**config.mk**
```make
export PLATFORM = sky130hd
export DESIGN_NAME = hazard_ctrl_flat
export DESIGN_NICKNAME = d
export VERILOG_FILES = /design/src/rtl/hazard_if.sv /design/src/rtl/hazard_ctrl.sv /design/src/flat_wrapper.sv
export SDC_FILE = /design/constraint.sdc
export NUM_CORES = 1
export LEC_CHECK = 0
export CORE_AREA = 4 4 78 80
export DETAILED_ROUTE_END_ITERATION = 8
export DIE_AREA = 0 0 82 84
export PLACE_DENSITY = 0.74
export SYNTH_ARGS = -nofsm -noshare
export SYNTH_HDL_FRONTEND = slang
export SYNTH_SLANG_ARGS = --single-unit
```
**constraint.sdc**
```tcl
create_clock -name clk -period 1.79 [get_ports clk]
set_input_delay 0.358 -clock clk [delete_from_list [all_inputs] [get_ports clk]]
set_output_delay 0.358 -clock clk [all_outputs]
set_load 0.05 [all_outputs]
```
**src/rtl/hazard_if.sv**
```systemverilog
// Hazard-controller bus: ID-stage decode fields, branch/memory status in,
// stall/flush/forward controls out.
interface hazard_if;
    logic       id_valid;
    logic [4:0] id_rs1;
    logic [4:0] id_rs2;
    logic [4:0] id_rd;
    logic       id_use_rs1;
    logic       id_use_rs2;
    logic       id_reg_write;
    logic [1:0] id_wb_sel;
    logic       ex_branch_taken;
    logic       mem_req;
    logic       mem_ready;
    logic       pc_stall;
    logic       if_id_stall;
    logic       ex_mem_stall;
    logic       if_id_flush;
    logic       id_ex_bubble;
    logic [1:0] fwd_a;
    logic [1:0] fwd_b;
    logic       mem_timeout;

    // Pipeline side: drives decode/status, receives hazard controls.
    modport master (
        output id_valid, id_rs1, id_rs2, id_rd, id_use_rs1, id_use_rs2,
               id_reg_write, id_wb_sel, ex_branch_taken, mem_req, mem_ready,
        input  pc_stall, if_id_stall, ex_mem_stall, if_id_flush,
               id_ex_bubble, fwd_a, fwd_b, mem_timeout
    );

    // Hazard controller side.
    modport slave (
        input  id_valid, id_rs1, id_rs2, id_rd, id_use_rs1, id_use_rs2,
               id_reg_write, id_wb_sel, ex_branch_taken, mem_req, mem_ready,
        output pc_stall, if_id_stall, ex_mem_stall, if_id_flush,
               id_ex_bubble, fwd_a, fwd_b, mem_timeout
    );
endinterface

```
**src/rtl/hazard_ctrl.sv**
```systemverilog
// Hazard controller for a 5-stage pipeline: memory-wait stall, branch flush,
// load-use interlock and EX operand forwarding from a registered scoreboard.
//
//   state     | meaning
//   ----------+-------------------------------------------------------------
//   RUN       | pipeline flowing; memory access not yet waiting
//   MEM_WAIT  | memory access outstanding; counts wait cycles for timeout
module hazard_ctrl #(
    parameter int unsigned TIMEOUT = 255
) (
    input  logic    clk,
    input  logic    rst_n,
    hazard_if.slave bus
);

    typedef enum logic {
        ST_RUN      = 1'b0,
        ST_MEM_WAIT = 1'b1
    } state_t;

    typedef struct packed {
        logic       valid;
        logic [4:0] rd;
        logic       wr;
        logic       load;
        logic [4:0] rs1;
        logic [4:0] rs2;
        logic       use1;
        logic       use2;
    } ex_ent_t;

    typedef struct packed {
        logic       valid;
        logic [4:0] rd;
        logic       wr;
        logic       load;
    } mem_ent_t;

    typedef struct packed {
        logic       valid;
        logic [4:0] rd;
        logic       wr;
    } wb_ent_t;

    localparam logic [7:0] TIMEOUT_CNT = 8'(TIMEOUT);

    state_t     state_q, state_d;
    logic [7:0] wait_cnt_q, wait_cnt_d;
    logic       timeout_done_q, timeout_done_d;
    logic       branch_pend_q, branch_pend_d;
    ex_ent_t    ex_q, ex_d;
    mem_ent_t   mem_q, mem_d;
    wb_ent_t    wb_q, wb_d;

    logic       mem_stall;
    logic       branch_eff;
    logic       load_use;
    logic       timeout_hit;

    logic       pc_stall_c, if_id_stall_c, ex_mem_stall_c;
    logic       if_id_flush_c, id_ex_bubble_c, mem_timeout_c;
    logic [1:0] fwd_a_c, fwd_b_c;

    // MEM result (non-load) beats WB; r0 and invalid EX never forward.
    function automatic logic [1:0] fwd_sel(
        input logic [4:0] rs,
        input logic       use_src,
        input ex_ent_t    ex,
        input mem_ent_t   mem,
        input wb_ent_t    wb
    );
        logic [1:0] sel;
        sel = 2'b00;
        if (ex.valid && use_src) begin
            if (mem.valid && mem.wr && !mem.load && (mem.rd != 5'd0) && (mem.rd == rs))
                sel = 2'b10;
            else if (wb.valid && wb.wr && (wb.rd != 5'd0) && (wb.rd == rs))
                sel = 2'b01;
        end
        return sel;
    endfunction

    assign mem_stall   = bus.mem_req & ~bus.mem_ready;
    // A branch seen while memory-stalled is remembered and flushed on release.
    assign branch_eff  = bus.ex_branch_taken | branch_pend_q;
    assign load_use    = bus.id_valid & ex_q.valid & ex_q.load & ex_q.wr & (ex_q.rd != 5'd0) &
                         ((bus.id_use_rs1 & (bus.id_rs1 == ex_q.rd)) |
                          (bus.id_use_rs2 & (bus.id_rs2 == ex_q.rd)));
    // Saturated count never rearms the pulse; timeout_done_q blocks repeats.
    assign timeout_hit = (state_q == ST_MEM_WAIT) && (wait_cnt_q == TIMEOUT_CNT) && !timeout_done_q;

    // State, wait counter and scoreboard registers.
    always_ff @(posedge clk or negedge rst_n) begin
        if (!rst_n) begin
            state_q        <= ST_RUN;
            wait_cnt_q     <= 8'd0;
            timeout_done_q <= 1'b0;
            branch_pend_q  <= 1'b0;
            ex_q           <= '0;
            mem_q          <= '0;
            wb_q           <= '0;
        end else begin
            state_q        <= state_d;
            wait_cnt_q     <= wait_cnt_d;
            timeout_done_q <= timeout_done_d;
            branch_pend_q  <= branch_pend_d;
            ex_q           <= ex_d;
            mem_q          <= mem_d;
            wb_q           <= wb_d;
        end
    end

    // Next state and memory-wait counter.
    always_comb begin
        state_d        = state_q;
        wait_cnt_d     = wait_cnt_q;
        timeout_done_d = timeout_done_q;
        case (state_q)
            ST_RUN: begin
                wait_cnt_d     = 8'd0;
                timeout_done_d = 1'b0;
                if (mem_stall) begin
                    state_d    = ST_MEM_WAIT;
                    wait_cnt_d = 8'd1;
                end
            end
            ST_MEM_WAIT: begin
                if (bus.mem_ready) begin
                    state_d        = ST_RUN;
                    wait_cnt_d     = 8'd0;
                    timeout_done_d = 1'b0;
                end else begin
                    wait_cnt_d     = (wait_cnt_q == 8'hFF) ? 8'hFF : wait_cnt_q + 8'd1;
                    timeout_done_d = timeout_done_q | timeout_hit;
                end
            end
            default: begin
                state_d    = ST_RUN;
                wait_cnt_d = 8'd0;
            end
        endcase
    end

    // Prioritised hazard outputs: memory stall, then branch, then load-use.
    always_comb begin
        pc_stall_c     = 1'b0;
        if_id_stall_c  = 1'b0;
        ex_mem_stall_c = 1'b0;
        if_id_flush_c  = 1'b0;
        id_ex_bubble_c = 1'b0;
        if (mem_stall) begin
            pc_stall_c     = 1'b1;
            if_id_stall_c  = 1'b1;
            ex_mem_stall_c = 1'b1;
        end else if (branch_eff) begin
            if_id_flush_c  = 1'b1;
            id_ex_bubble_c = 1'b1;
        end else if (load_use) begin
            pc_stall_c     = 1'b1;
            if_id_stall_c  = 1'b1;
            id_ex_bubble_c = 1'b1;
        end
        fwd_a_c       = fwd_sel(ex_q.rs1, ex_q.use1, ex_q, mem_q, wb_q);
        fwd_b_c       = fwd_sel(ex_q.rs2, ex_q.use2, ex_q, mem_q, wb_q);
        mem_timeout_c = timeout_hit;
    end

    // Scoreboard advance and deferred-branch latch; everything holds while memory stalls.
    always_comb begin
        ex_d          = ex_q;
        mem_d         = mem_q;
        wb_d          = wb_q;
        branch_pend_d = 1'b0;
        if (mem_stall) begin
            branch_pend_d = branch_pend_q | bus.ex_branch_taken;
        end else begin
            wb_d  = '{valid: mem_q.valid, rd: mem_q.rd, wr: mem_q.wr};
            mem_d = '{valid: ex_q.valid, rd: ex_q.rd, wr: ex_q.wr, load: ex_q.load};
            if (id_ex_bubble_c || !bus.id_valid) begin
                ex_d = '0;
            end else begin
                ex_d = '{valid: 1'b1,
                         rd:    bus.id_rd,
                         wr:    bus.id_reg_write,
                         load:  (bus.id_wb_sel == 2'b01),
                         rs1:   bus.id_rs1,
                         rs2:   bus.id_rs2,
                         use1:  bus.id_use_rs1,
                         use2:  bus.id_use_rs2};
            end
        end
    end

    // Reset forces every output low immediately, even with a stall request present.
    assign bus.pc_stall     = rst_n & pc_stall_c;
    assign bus.if_id_stall  = rst_n & if_id_stall_c;
    assign bus.ex_mem_stall = rst_n & ex_mem_stall_c;
    assign bus.if_id_flush  = rst_n & if_id_flush_c;
    assign bus.id_ex_bubble = rst_n & id_ex_bubble_c;
    assign bus.fwd_a        = rst_n ? fwd_a_c : 2'b00;
    assign bus.fwd_b        = rst_n ? fwd_b_c : 2'b00;
    assign bus.mem_timeout  = rst_n & mem_timeout_c;

endmodule

```
**src/flat_wrapper.sv**
```systemverilog
// flat-port wrapper written by rule: the top's interface ports become plain ports
module hazard_ctrl_flat 
#(
    parameter int unsigned TIMEOUT = 255
)
  (clk, rst_n, bus_id_valid, bus_id_rs1, bus_id_rs2, bus_id_rd, bus_id_use_rs1, bus_id_use_rs2, bus_id_reg_write, bus_id_wb_sel, bus_ex_branch_taken, bus_mem_req, bus_mem_ready, bus_pc_stall, bus_if_id_stall, bus_ex_mem_stall, bus_if_id_flush, bus_id_ex_bubble, bus_fwd_a, bus_fwd_b, bus_mem_timeout);
  hazard_if bus_i ();
  input  logic clk;
  input  logic rst_n;
  input wire logic [$bits(bus_i.id_valid)-1:0] bus_id_valid;
  input wire logic [$bits(bus_i.id_rs1)-1:0] bus_id_rs1;
  input wire logic [$bits(bus_i.id_rs2)-1:0] bus_id_rs2;
  input wire logic [$bits(bus_i.id_rd)-1:0] bus_id_rd;
  input wire logic [$bits(bus_i.id_use_rs1)-1:0] bus_id_use_rs1;
  input wire logic [$bits(bus_i.id_use_rs2)-1:0] bus_id_use_rs2;
  input wire logic [$bits(bus_i.id_reg_write)-1:0] bus_id_reg_write;
  input wire logic [$bits(bus_i.id_wb_sel)-1:0] bus_id_wb_sel;
  input wire logic [$bits(bus_i.ex_branch_taken)-1:0] bus_ex_branch_taken;
  input wire logic [$bits(bus_i.mem_req)-1:0] bus_mem_req;
  input wire logic [$bits(bus_i.mem_ready)-1:0] bus_mem_ready;
  output wire logic [$bits(bus_i.pc_stall)-1:0] bus_pc_stall;
  output wire logic [$bits(bus_i.if_id_stall)-1:0] bus_if_id_stall;
  output wire logic [$bits(bus_i.ex_mem_stall)-1:0] bus_ex_mem_stall;
  output wire logic [$bits(bus_i.if_id_flush)-1:0] bus_if_id_flush;
  output wire logic [$bits(bus_i.id_ex_bubble)-1:0] bus_id_ex_bubble;
  output wire logic [$bits(bus_i.fwd_a)-1:0] bus_fwd_a;
  output wire logic [$bits(bus_i.fwd_b)-1:0] bus_fwd_b;
  output wire logic [$bits(bus_i.mem_timeout)-1:0] bus_mem_timeout;
  assign bus_i.id_valid = bus_id_valid;
  assign bus_i.id_rs1 = bus_id_rs1;
  assign bus_i.id_rs2 = bus_id_rs2;
  assign bus_i.id_rd = bus_id_rd;
  assign bus_i.id_use_rs1 = bus_id_use_rs1;
  assign bus_i.id_use_rs2 = bus_id_use_rs2;
  assign bus_i.id_reg_write = bus_id_reg_write;
  assign bus_i.id_wb_sel = bus_id_wb_sel;
  assign bus_i.ex_branch_taken = bus_ex_branch_taken;
  assign bus_i.mem_req = bus_mem_req;
  assign bus_i.mem_ready = bus_mem_ready;
  assign bus_pc_stall = bus_i.pc_stall;
  assign bus_if_id_stall = bus_i.if_id_stall;
  assign bus_ex_mem_stall = bus_i.ex_mem_stall;
  assign bus_if_id_flush = bus_i.if_id_flush;
  assign bus_id_ex_bubble = bus_i.id_ex_bubble;
  assign bus_fwd_a = bus_i.fwd_a;
  assign bus_fwd_b = bus_i.fwd_b;
  assign bus_mem_timeout = bus_i.mem_timeout;
  hazard_ctrl #(.TIMEOUT(TIMEOUT)) u_core (.clk(clk), .rst_n(rst_n), .bus(bus_i));
endmodule
```
==> results.txt <==
DRT iter0 DRCs - 143
FMAX - 410 MHz
CTS sink cnt - 46
clock network power share - 29.3%
vias in the first global route - 2,366
CP max-delay cell - or4_4
Worst Path Required - 1.43 ns
initial antenna violation count - 0
mapped cell area - 2590 sq um
routed wire length - 6870 um
Post-CTS Hold Buffers - 0
RSZ-0062 raised after global routing - true
crit share post-route - 136%
global-route wire length before repair - 11,400 um
CP endpoint kind - output port
Synth Area in Compound Gates - 15.1%
Ant. Diodes - 0
DRC - 0
synthesized net count - 314
largest family of logic cells by synthesized area - simple AND/OR/NAND/NOR gates
fin cells - 443
Worst Max-Slew Pin Slew - 0.427 ns
Net Switching - 789 uW
RePlAce Congestion - 0.875
worst-skew pair later-pin latency - 0.31 ns
area growth from synthesis to layout - 46.9%
share of cells above drive strength 1 - 29.6%
row count - 27
clk root buf - clkbuf_8
Post-Synth XOR/XNOR Area - 11.5%
Fin Clk Skew - 0.00614 ns
area of the multi-input gates - 1520 sq um
Worst Setup Start Kind - flip-flop
failing checks - negative setup slack
largest net degree at the start of global routing - 34
Worst Hold Class - input port to asynchronous set/reset pin
post-synthesis adder-cell area fraction - 0.482%
Netlist cell types - 37
Sw Ratio - 29.5%
GRT overflow - 0
Post-Synthesis Cells - 287
Pleak - 1.70 nW
# setup viols final - 8
Max Cap Viol - 0
fin crit period - 2.44 ns
worst setup margin - -0.649 ns
mean post-synth cell area - 9.04 sq um
crit-path max cell delay - 0.55 ns
CTS max path bufs - 2
crit path kind - flip-flop to output port
Vias - 2,431
Clock Pin Slew Worst Setup and Hold Paths - 0.09 ns
multiplexer share of the synthesized area - 0%
Layout fillers - 431
Pre-antenna DRT Iters - 4
die area - 6890 sq um
crit path cell chain - or4_4 -> o2111ai_4 -> nor4_2 -> buf_4 -> nor4_4 -> buf_12
Reg area - 1150 sq um
Max-Slew Margin vs Limit - 71.6%
maximum vdd drop - 0.429 mV
die height - 84 um
Seq pwr share - 45.2%
status - finished, violations left
Final ANT Viol Nets - 0
starting density of the core - 48.0%
cell total after placement - 427
Tot GR Track Use - 21.2%
final number of hold-violating endpoints - 0
maximum fanout along the worst path - 2
total internal power - 1.88 mW
CTS tree - built
synthesis-stage register bit count - 46
H-tree levels - 2
DIE WIDTH - 82 um
Final Max Slew Viols - 0
PD cells - 701 nW/um^2
pre-CTS WS - -0.377 ns
nets@finish - 397
core area - 5410 sq um
total CTS buffers - 5
via/cell ratio - 5.49
Comb power frac - 25.6%
post-DR wirelength/cell - 15.5 um
warnings from Yosys - 0
Port Buf Inserts - 35
Simple-Gate Fraction of Synth Area - 24.7%
Ports - 36
WP data arrival - 2.08 ns
sequential area share after synthesis - 44.4%
HPWL Detailed - 4930 um
## timing repair
| action | 4_1_cts | 5_1_grt |
|---|---|---|
| setup endpoints to repair | 9 | 13 |
| buffers inserted | 6 | 3 |
| gates cloned | 0 | 1 |
| resized for setup | 16 | 15 |
| pin swaps | 2 | 5 |
## metrics by stage
step                utilization, %  setup TNS (ns)  hold slack (ns)  instance area (sq um)  total power [mW]
finish                        70.5           -3.63           0.0551                   3810              2.67
detailed placement            64.4           -4.32            0.399                   3480              1.85
global placement              64.4           -3.60            0.391                   3480              1.83
CTS                           68.6           -3.66           0.0632                   3710              2.65
floorplan                        -           -1.42           0.0624                   2660              1.53
global route                  70.5           -4.10           0.0693                   3810              2.79
## kinds of logic (layout without fill, tap and decap cells)
group,Yosys count,in the layout
simple gates,127,127
compound gates,56,56
flops,46,46
fa+ha+maj,1,1
xor+xnor,34,34
buf+inv,23,107
## power by group through the flow
| stage | combinational [mW] | clock (mW) | sequential (mW) |
|---|---|---|---|
| 5_1_grt | 0.745 | 0.829 | 1.22 |
| 2_1_floorplan | 0.304 | 0 | 1.22 |
| 3_3_place_gp | 0.609 | 0 | 1.22 |
| 6_report | 0.684 | 0.782 | 1.21 |
| 4_1_cts | 0.653 | 0.790 | 1.20 |
| 3_5_place_dp | 0.622 | 0 | 1.22 |
## critical path: cells and delay by family, from the launching register on
| kind | cells | cell delay [ns] |
|---|---|---|
| and+or+nand+nor | 3 | 0.82 |
| buffers and inverters | 2 | 0.33 |
| DFF | 1 | 0.39 |
| AOI/OAI and AO/OA | 1 | 0.24 |
## metal layers
| metal | up-vias | GRT usage, % | part of all wire (%) |
|---|---|---|---|
| li1 | 1171 | - | - |
| met1 | 1180 | 29.4 | 44 |
| met2 | 71 | 33.0 | 49 |
| met3 | 9 | 4.86 | 5.4 |
| met4 | 0 | 5.89 | 1.5 |
| met5 | - | 0 | 0 |
## placed cells by master, fill, tap and decap left out, types with 2 or more instances in the layout
| master | n |
|---|---|
| a21oi_1 | 6 |
| a32oi_1 | 18 |
| a41oi_1 | 3 |
| and2_1 | 19 |
| and3_4 | 2 |
| buf_12 | 10 |
| buf_4 | 54 |
| buf_6 | 3 |
| clkbuf_8 | 5 |
| clkdlybuf4s50_1 | 22 |
| clkinv_2 | 2 |
| dfrtp_1 | 46 |
| dlygate4sd2_1 | 2 |
| inv_1 | 5 |
| nand2_1 | 64 |
| nand3_1 | 8 |
| nand4_1 | 5 |
| nor2_1 | 2 |
| nor2_2 | 2 |
| nor3_1 | 2 |
| nor4_4 | 3 |
| o21ai_0 | 20 |
| or4_4 | 5 |
| xnor2_1 | 16 |
| xnor2_2 | 3 |
| xor2_1 | 14 |
## area by class of cell
type | instances | area share (%)
clock inverters | 3 | 1.05
inverters | 5 | 0.492
well taps | 72 | 2.36
flip-flops and latches | 46 | 30.2
multi-input cells | 218 | 39.9
clock buffers | 5 | 1.81
repair buffers | 94 | 24.2
## registers in the layout (all words and copies together), names as in the netlist
signal                 count
u_core.branch_pend_q       1
u_core.ex_q               20
u_core.mem_q               8
u_core.state_q             1
u_core.timeout_done_q      1
u_core.wait_cnt_q          8
u_core.wb_q                7
## cell usage after synthesis (all sizes together)
library cell | instances | share of area, %
o21ai | 22 | 4.7
a21oi | 6 | 1.2
a21o | 2 | 0.58
o21bai | 1 | 0.29
nand2b | 2 | 0.48
and3 | 3 | 0.72
buf | 5 | 1.2
xnor2 | 19 | 6.4
and4 | 3 | 1.1
xor2 | 15 | 5.1
o2111ai | 1 | 0.58
dfrtp | 46 | 44
or2 | 1 | 0.24
o22ai | 1 | 0.24
nor4 | 5 | 1.7
or4 | 5 | 1.6
nand2 | 64 | 9.3
nand3 | 10 | 1.9
a31oi | 1 | 0.24
and3b | 1 | 0.34
o211ai | 1 | 0.29
inv | 5 | 0.72
clkbuf | 13 | 1.9
and2 | 19 | 4.6
a32oi | 18 | 6.1
ha | 1 | 0.48
nand4 | 5 | 1.2
nor3 | 4 | 0.77
a41oi | 3 | 1.0
nor2 | 4 | 0.58
nor2b | 1 | 0.24
## path summary, 6_finish.rpt
check,startpoint,endpoint,slack [ns],depth (start not counted)
min,rst_n,u_core.wait_cnt_q[1],0.06,2
max reg2reg,u_core.ex_q[17],u_core.ex_q[9],0.08,6
max in group asynchronous,rst_n,u_core.ex_q[9],1.05,3
max,u_core.mem_q[2],bus_fwd_a[0],-0.65,6
min reg2reg,u_core.wb_q[0],u_core.wb_q[0],0.49,2
min in group clk,u_core.wb_q[0],u_core.wb_q[0],0.49,2
No activity file was read; power rests on OpenSTA's default activity.
